### config.mk
export PLATFORM = sky130hd
export DESIGN_NAME = mult_control
export DESIGN_NICKNAME = d
export VERILOG_FILES = /design/src/rtl/mult_ctrl_pkg.sv /design/src/rtl/mult_ctrl_guard.sv /design/src/rtl/mult_control.sv
export SDC_FILE = /design/constraint.sdc
export NUM_CORES = 1
export LEC_CHECK = 0
export CAP_MARGIN = 40
export CELL_PAD_IN_SITES_DETAIL_PLACEMENT = 0
export CELL_PAD_IN_SITES_GLOBAL_PLACEMENT = 2
export CORE_ASPECT_RATIO = 1.4
export CORE_MARGIN = 10
export CORE_UTILIZATION = 35
export CTS_BUF_LIST = sky130_fd_sc_hd__clkbuf_2 sky130_fd_sc_hd__clkbuf_4 sky130_fd_sc_hd__clkbuf_8
export DETAILED_ROUTE_END_ITERATION = 7
export GPL_ROUTABILITY_DRIVEN = 0
export GPL_TIMING_DRIVEN = 0
export PLACE_DENSITY = 0.95
export SLEW_MARGIN = 5
export SYNTH_ARGS = -nofsm -noshare
export SYNTH_HDL_FRONTEND = slang
export SYNTH_SLANG_ARGS = --single-unit
export TNS_END_PERCENT = 1
### constraint.sdc
create_clock -name Clk -period 3.95 [get_ports Clk]
set_input_delay 0.79 -clock Clk [delete_from_list [all_inputs] [get_ports Clk]]
set_output_delay 0.79 -clock Clk [all_outputs]
set_load 0.05 [all_outputs]
### src/rtl/mult_ctrl_pkg.sv
// Shared definitions for the MULT/MULTU shift-add sequencer: state encoding and
// guard-counter sizing helper.
package mult_ctrl_pkg;

   localparam int unsigned STATE_W = 3;

   typedef enum logic [STATE_W-1:0] {
      ST_IDLE = 3'd0,
      ST_LOAD = 3'd1,
      ST_RUN  = 3'd2,
      ST_FIX  = 3'd3,
      ST_DONE = 3'd4,
      ST_ERR  = 3'd5
   } state_e;

   // Guard terminal value: nominal WIDTH iterations plus two cycles of slack for a late K.
   function automatic int unsigned guard_limit(input int unsigned width);
      return width + 32'd2;
   endfunction

endpackage

### src/rtl/mult_ctrl_guard.sv
// Iteration guard counter: cleared before the iteration phase, counts RUN cycles and
// flags the cycle in which the count reaches LIMIT.
module mult_ctrl_guard #(
   parameter int unsigned GUARD_W = 6,
   parameter int unsigned LIMIT   = 34
) (
   input  logic clk,
   input  logic rst_n,
   input  logic clr_i,
   input  logic en_i,
   output logic term_c_o
);

   if (LIMIT > (2 ** GUARD_W) - 1) begin : g_guard_w_chk
      $error("mult_ctrl_guard: GUARD_W too narrow to hold LIMIT");
   end

   logic [GUARD_W-1:0] cnt_q;
   logic [GUARD_W-1:0] cnt_d;

   always_comb begin
      cnt_d = cnt_q;
      if (clr_i) begin
         cnt_d = '0;
      end else if (en_i) begin
         cnt_d = cnt_q + GUARD_W'(1);
      end
   end

   always_ff @(posedge clk or negedge rst_n) begin
      if (!rst_n) begin
         cnt_q <= '0;
      end else begin
         cnt_q <= cnt_d;
      end
   end

   // High in the enabled cycle whose increment would make the count reach LIMIT.
   assign term_c_o = en_i && (cnt_q == GUARD_W'(LIMIT - 1));

endmodule

### src/rtl/mult_control.sv
// Sequencing FSM for the MIPS shift-add multiplier: load, iterate until the external
// Counter raises K, optionally negate for signed results, then report Done or Error.
module mult_control
   import mult_ctrl_pkg::*;
#(
   parameter int unsigned WIDTH   = 32,
   parameter int unsigned GUARD_W = 6
) (
   input  logic Clk,
   input  logic Reset_n,
   input  logic Start,
   input  logic Signed,
   input  logic A_sign,
   input  logic B_sign,
   input  logic Q0,
   input  logic K,
   output logic Load,
   output logic Add,
   output logic Shift,
   output logic Negate,
   output logic Busy,
   output logic Done,
   output logic Error
);

   localparam int unsigned LIMIT = guard_limit(WIDTH);

   state_e state_q, state_d;
   logic   neg_q, neg_d;
   logic   guard_clr, guard_en, guard_term;
   logic   load_q, load_d;
   logic   shift_q, shift_d;
   logic   negate_q, negate_d;
   logic   busy_q, busy_d;
   logic   done_q, done_d;
   logic   error_q, error_d;

   mult_ctrl_guard #(
      .GUARD_W (GUARD_W),
      .LIMIT   (LIMIT)
   ) u_guard (
      .clk      (Clk),
      .rst_n    (Reset_n),
      .clr_i    (guard_clr),
      .en_i     (guard_en),
      .term_c_o (guard_term)
   );

   // Next-state decode; outputs are decoded from the next state so they register with it.
   always_comb begin
      state_d   = state_q;
      neg_d     = neg_q;
      guard_clr = 1'b0;
      guard_en  = 1'b0;

      case (state_q)
         ST_IDLE: begin
            if (Start) begin
               neg_d   = Signed & (A_sign ^ B_sign);
               state_d = ST_LOAD;
            end
         end
         ST_LOAD: begin
            guard_clr = 1'b1;
            state_d   = ST_RUN;
         end
         ST_RUN: begin
            guard_en = 1'b1;
            if (K) begin
               state_d = neg_q ? ST_FIX : ST_DONE;
            end else if (guard_term) begin
               state_d = ST_ERR;
            end
         end
         ST_FIX:  state_d = ST_DONE;
         ST_DONE: state_d = ST_IDLE;
         ST_ERR:  state_d = ST_IDLE;
         default: state_d = ST_IDLE;
      endcase

      load_d   = (state_d == ST_LOAD);
      shift_d  = (state_d == ST_RUN);
      negate_d = (state_d == ST_FIX);
      busy_d   = (state_d == ST_LOAD) || (state_d == ST_RUN) || (state_d == ST_FIX);
      done_d   = (state_d == ST_DONE);
      error_d  = (state_d == ST_ERR);
   end

   always_ff @(posedge Clk or negedge Reset_n) begin
      if (!Reset_n) begin
         state_q  <= ST_IDLE;
         neg_q    <= 1'b0;
         load_q   <= 1'b0;
         shift_q  <= 1'b0;
         negate_q <= 1'b0;
         busy_q   <= 1'b0;
         done_q   <= 1'b0;
         error_q  <= 1'b0;
      end else begin
         state_q  <= state_d;
         neg_q    <= neg_d;
         load_q   <= load_d;
         shift_q  <= shift_d;
         negate_q <= negate_d;
         busy_q   <= busy_d;
         done_q   <= done_d;
         error_q  <= error_d;
      end
   end

   assign Load   = load_q;
   assign Shift  = shift_q;
   assign Negate = negate_q;
   assign Busy   = busy_q;
   assign Done   = done_q;
   assign Error  = error_q;
   // Accumulate follows the live multiplier LSB, only during iteration cycles.
   assign Add    = shift_q & Q0;

endmodule
=== Word-level counts from Yosys, hierarchy flattened ===
Index checks and enable logic that the tools add are counted.

* Input bits: 8
* Logic and storage cells: 37
* Output and inout port bits: 7
* Flip-flop bits (word level): 16

* Equality and inequality tests: 9
* Bitwise logic cells: 3
* Muxes and demuxes: 9
* Add/subtract/negate cells: 1
* Reduce and logical (&&, ||, !) cells: 6

{| class="wikitable"
|+ Operators with widths
! kind !! count
|-
| == test 3 x 2 -> 1 bit, second input constant || 4
|-
| 2-to-1 mux 3 bit || 4
|-
| 2-to-1 mux 6 bit || 2
|-
| one-hot mux 3 bit (4 select lines) || 1
|-
| adder 6 x 1 -> 6 bit, second input constant || 1
|-
| == test 3 x 1 -> 1 bit, second input constant || 2
|-
| == test 3 bit, second input constant || 2
|-
| == test 6 bit, second input constant || 1
|-
| zero test 3 bit || 1
|-
| AND 1 bit || 2
|-
| logical OR 1 bit || 2
|-
| 2-to-1 mux 1 bit || 2
|-
| AND reduction 2 bit || 1
|-
| nonzero test 2 bit || 1
|-
| logical AND 1 bit || 1
|-
| XOR 1 bit || 1
|}

=== Longest topological paths before layout ===
* Depth after elaboration: 9
* Depth in mapped cells: 5
* Depth with buffers taken out: 5

=== Cells and area by module ===
Synthesis repeated with hierarchy kept, for this count alone.

* Cell total of the unflattened synthesis: 63
* Area total of the unflattened synthesis: 730.7 µm²

{| class="wikitable"
|+ Modules (own cells, without submodules)
! module !! area an instance (µm²) !! seq. area each (µm²) !! times used !! cells each
|-
| mult_control || 435.4 || 250.2 || 1 || 34
|-
| mult_ctrl_guard || 295.3 || 150.1 || 1 || 29
|}

=== Worst setup path after synthesis ===
OpenSTA, ideal clock, no wires.

* Kind: input to output
* From: in Q0
* To: out Add
* Buffers on the path: 0
* Stages: 1
* Data required time: 3.160 ns
* Arrival time: 1.197 ns
* Slack: 1.963 ns
* Path through: and2_1

* Word-level cells in the longest chain between the ends: 1

{| class="wikitable"
|+ Ends and longest elaborated chain
! what !! RTL line !! source
|-
| from (decl) || mult_control.sv:15 || <nowiki>input logic Q0,</nowiki>
|-
| AND 1 bit || mult_control.sv:118 || <nowiki>assign Add = shift_q & Q0;</nowiki>
|-
| to (decl) || mult_control.sv:18 || <nowiki>output logic Add,</nowiki>
|}

No other way between the ends.

=== Final worst setup path ===
Ends and elaborated chain as after synthesis.

==> results.ini <==
[routing]
via_count=696
drc_errors=0
routedWlPerCell_um=14.8
drt-pass1-iter-count=3
routed_wl_um=1850
vias_per_cell=5.57
drt-initial-drc-count=15
ant_nets=0

[clocking]
cts_hold_repair.buffers=0
clk_pin_slew_ns=0.09
cts-htree-levels=1
cts_buffer_depth=2
clock_sinks=16
clock_latency_ns=0.29
ctsResizeCount=0
root_buffer=clkbuf_4
cts_buffers=3
cts_setup_buffers=0
cts_tree=done

[logic_synthesis]
synth_edf_count=0
synthTopCellsByCount=dfrtp_1 (16), o21ai_0 (12), inv_1 (6), a21oi_1 (5), nor2_1 (5)
yosysTopAreaCell=dfrtp_1
syn_nets=95
yosys_warnings=0
synthTopCellsByArea=dfrtp_1 (49%), o21ai_0 (7.3%), nor4b_1 (3.2%)
synth-seq-cells=16
synth_cell_types=31
synth_cells=85
synth_flop_cell=dfrtp_1
synthArstFlopShare=1.00
synth_top_area_share=0.487
yosysSeqAreaShare=0.487
synth.most_common_cell=dfrtp_1
avgSynthCellArea_um2=9.67
netlist_area_um2=822

[global_routing]
overflow=0
grt_pass1_wl_um=3190
antenna_found_initial=0
track_usage=0.0851
grt_max_degree=17
grt_pass1_vias=682

[worst_setup_path]
reg2reg_slack_ns=2.41
crit_top_cell=clkdlybuf4s50_1
start_kind=primary input
critPathKind=primary input to output pin
crit_path_cell_trace=clkdlybuf4s50_1 -> and2_1 -> clkdlybuf4s50_1
critPathSlowestCell=clkdlybuf4s50_1
r2r_start=u_guard.cnt_q[3]$_DFFE_PN0P_
critPathRequiredTime_ns=3.16
startpoint=Q0
arrival_ns=2.15
end_kind=output pin
path_max_fanout=1
crit_buf_inv=2
cp_slowest_stage_delay_ns=0.80
path_delay_family=buffers and inverters

[sta]
fmax_mhz=341
rsz0062_at_grt=false
slew_viol_final=0
slew_headroom=0.531
fin_crit_sh=0.743
setup_viol_count_final=0
worst_pin_slew_ns=0.701
hold_viol=0
min_period_ns=2.94
clock_skew_ns=0.00388
fin_setup_tns_ns=0

[pwr]
combPwrFrac=0.472
p_int_mw=0.385
p_clk_frac=0.158
swShare=0.439
p_per_area_mw_per_mm2=670
power_frac_seq=0.371
ir_worst_vdd_uv=332
p_sw_mw=0.302
p_leak_nw=0.422

[floorplanning]
start_util=0.373
rows=20
dieArea_mm2=0.00471
die_y_um=77.3
core_mm2=0.00220
die_w_um=61.0
boundaryPins=15

[min_path]
hold_start=state_q[0]$_DFF_PN0_
min_path_type=flop to flop

[final_layout]
stdcell_count=125
layout-drive-gt1-share=0.0874
multiInputGateArea_um2=384
final_nets=114
area_delta_synth_final_pct=24.8
n_antenna_cell=0
seqCellArea_um2=400
nFillCells=224

[placed_design]
place_inst=121
portBuffers=14
hpwl_um=1360

[job]
cap_violations=0

[outcome]
status=completed

[cell families after synthesis]
| logic type | count (synthesis) | synth area share |
|---|---|---|
| multiplexers | 1 | 0.0137 |
| flip-flops | 16 | 0.487 |
| AND/OR/NAND/NOR | 27 | 0.198 |
| XOR/XNOR | 1 | 0.0107 |
| adder cells (fa/ha/maj) | 2 | 0.0304 |
| AO/OA/AOI/OAI | 28 | 0.215 |
| buffers and inverters | 10 | 0.0457 |
[power by group through the flow]
stage	sequential [mW]	combinational (mW)	clock [mW]
floorplan	0.311	0.170	0
global placement	0.258	0.323	0
detailed placement	0.257	0.326	0
CTS	0.254	0.327	0.111
global route	0.262	0.361	0.121
finish	0.255	0.324	0.108
[sequential cells by signal (all words and copies together), names as in the netlist]
| name | cells |
|---|---|
| Negate | 1 |
| Load | 1 |
| Error | 1 |
| u_guard.cnt_q | 6 |
| Done | 1 |
| state_q | 3 |
| neg_q | 1 |
| Busy | 1 |
| Shift | 1 |
[per-stage QoR]
step / hold slack, ns / instance area, um2 / setup slack [ns] / power (mW) / util
detailed placement: 0.490 / 990 / 1.01 / 0.583 / 0.449
floorplan: 0.451 / 822 / 1.96 / 0.481 / -
finish: 0.507 / 1030 / 1.01 / 0.687 / 0.466
global placement: 0.481 / 990 / 1.02 / 0.580 / 0.449
CTS: 0.505 / 1030 / 1.00 / 0.692 / 0.466
global route: 0.538 / 1030 / 0.967 / 0.743 / 0.466
[per-layer routing]
layer | vias up | track usage | share of wire | routed length (um)
met4 | 0 | 0.0463 | 0.015 | 27
met3 | 4 | 0.0212 | 0.053 | 98
met5 | - | 0 | 0 | 0
met2 | 8 | 0.134 | 0.52 | 952
met1 | 339 | 0.101 | 0.42 | 766
li1 | 345 | - | - | -
[worst paths after layout]
path                                         to  cells after the start
setup / recovery                            Add                      3
setup reg to reg           state_q[0]$_DFF_PN0_                      3
hold / removal                   Load$_DFF_PN0_                      1
max in group asynchronous     neg_q$_DFFE_PN0P_                      1
hold reg to reg                  Load$_DFF_PN0_                      1
min in group asynchronous        Done$_DFF_PN0_                      1
[cells in the final DEF (no fill, tap or decap), types with 2 or more instances in the layout]
master           count
clkbuf_4             3
nand3_1              2
nand2b_1             2
a22oi_1              2
clkbuf_1             4
ha_1                 2
nor2_1               5
o21ai_0             12
nor3_1               3
nand2_1              3
dfrtp_1             16
inv_1                6
nor4b_1              3
clkdlybuf4s50_1     14
a21oi_1              5
and2_1               2
o22ai_1              2
[layout make-up]
class	count	share of cell area
buffer	4	0.0146
clock buffer	4	0.0354
inverter	6	0.0220
multi-input combinational	59	0.374
sequential	16	0.390
tap	22	0.0268
timing repair buffer	14	0.137
(Power assumes the default switching activity.)
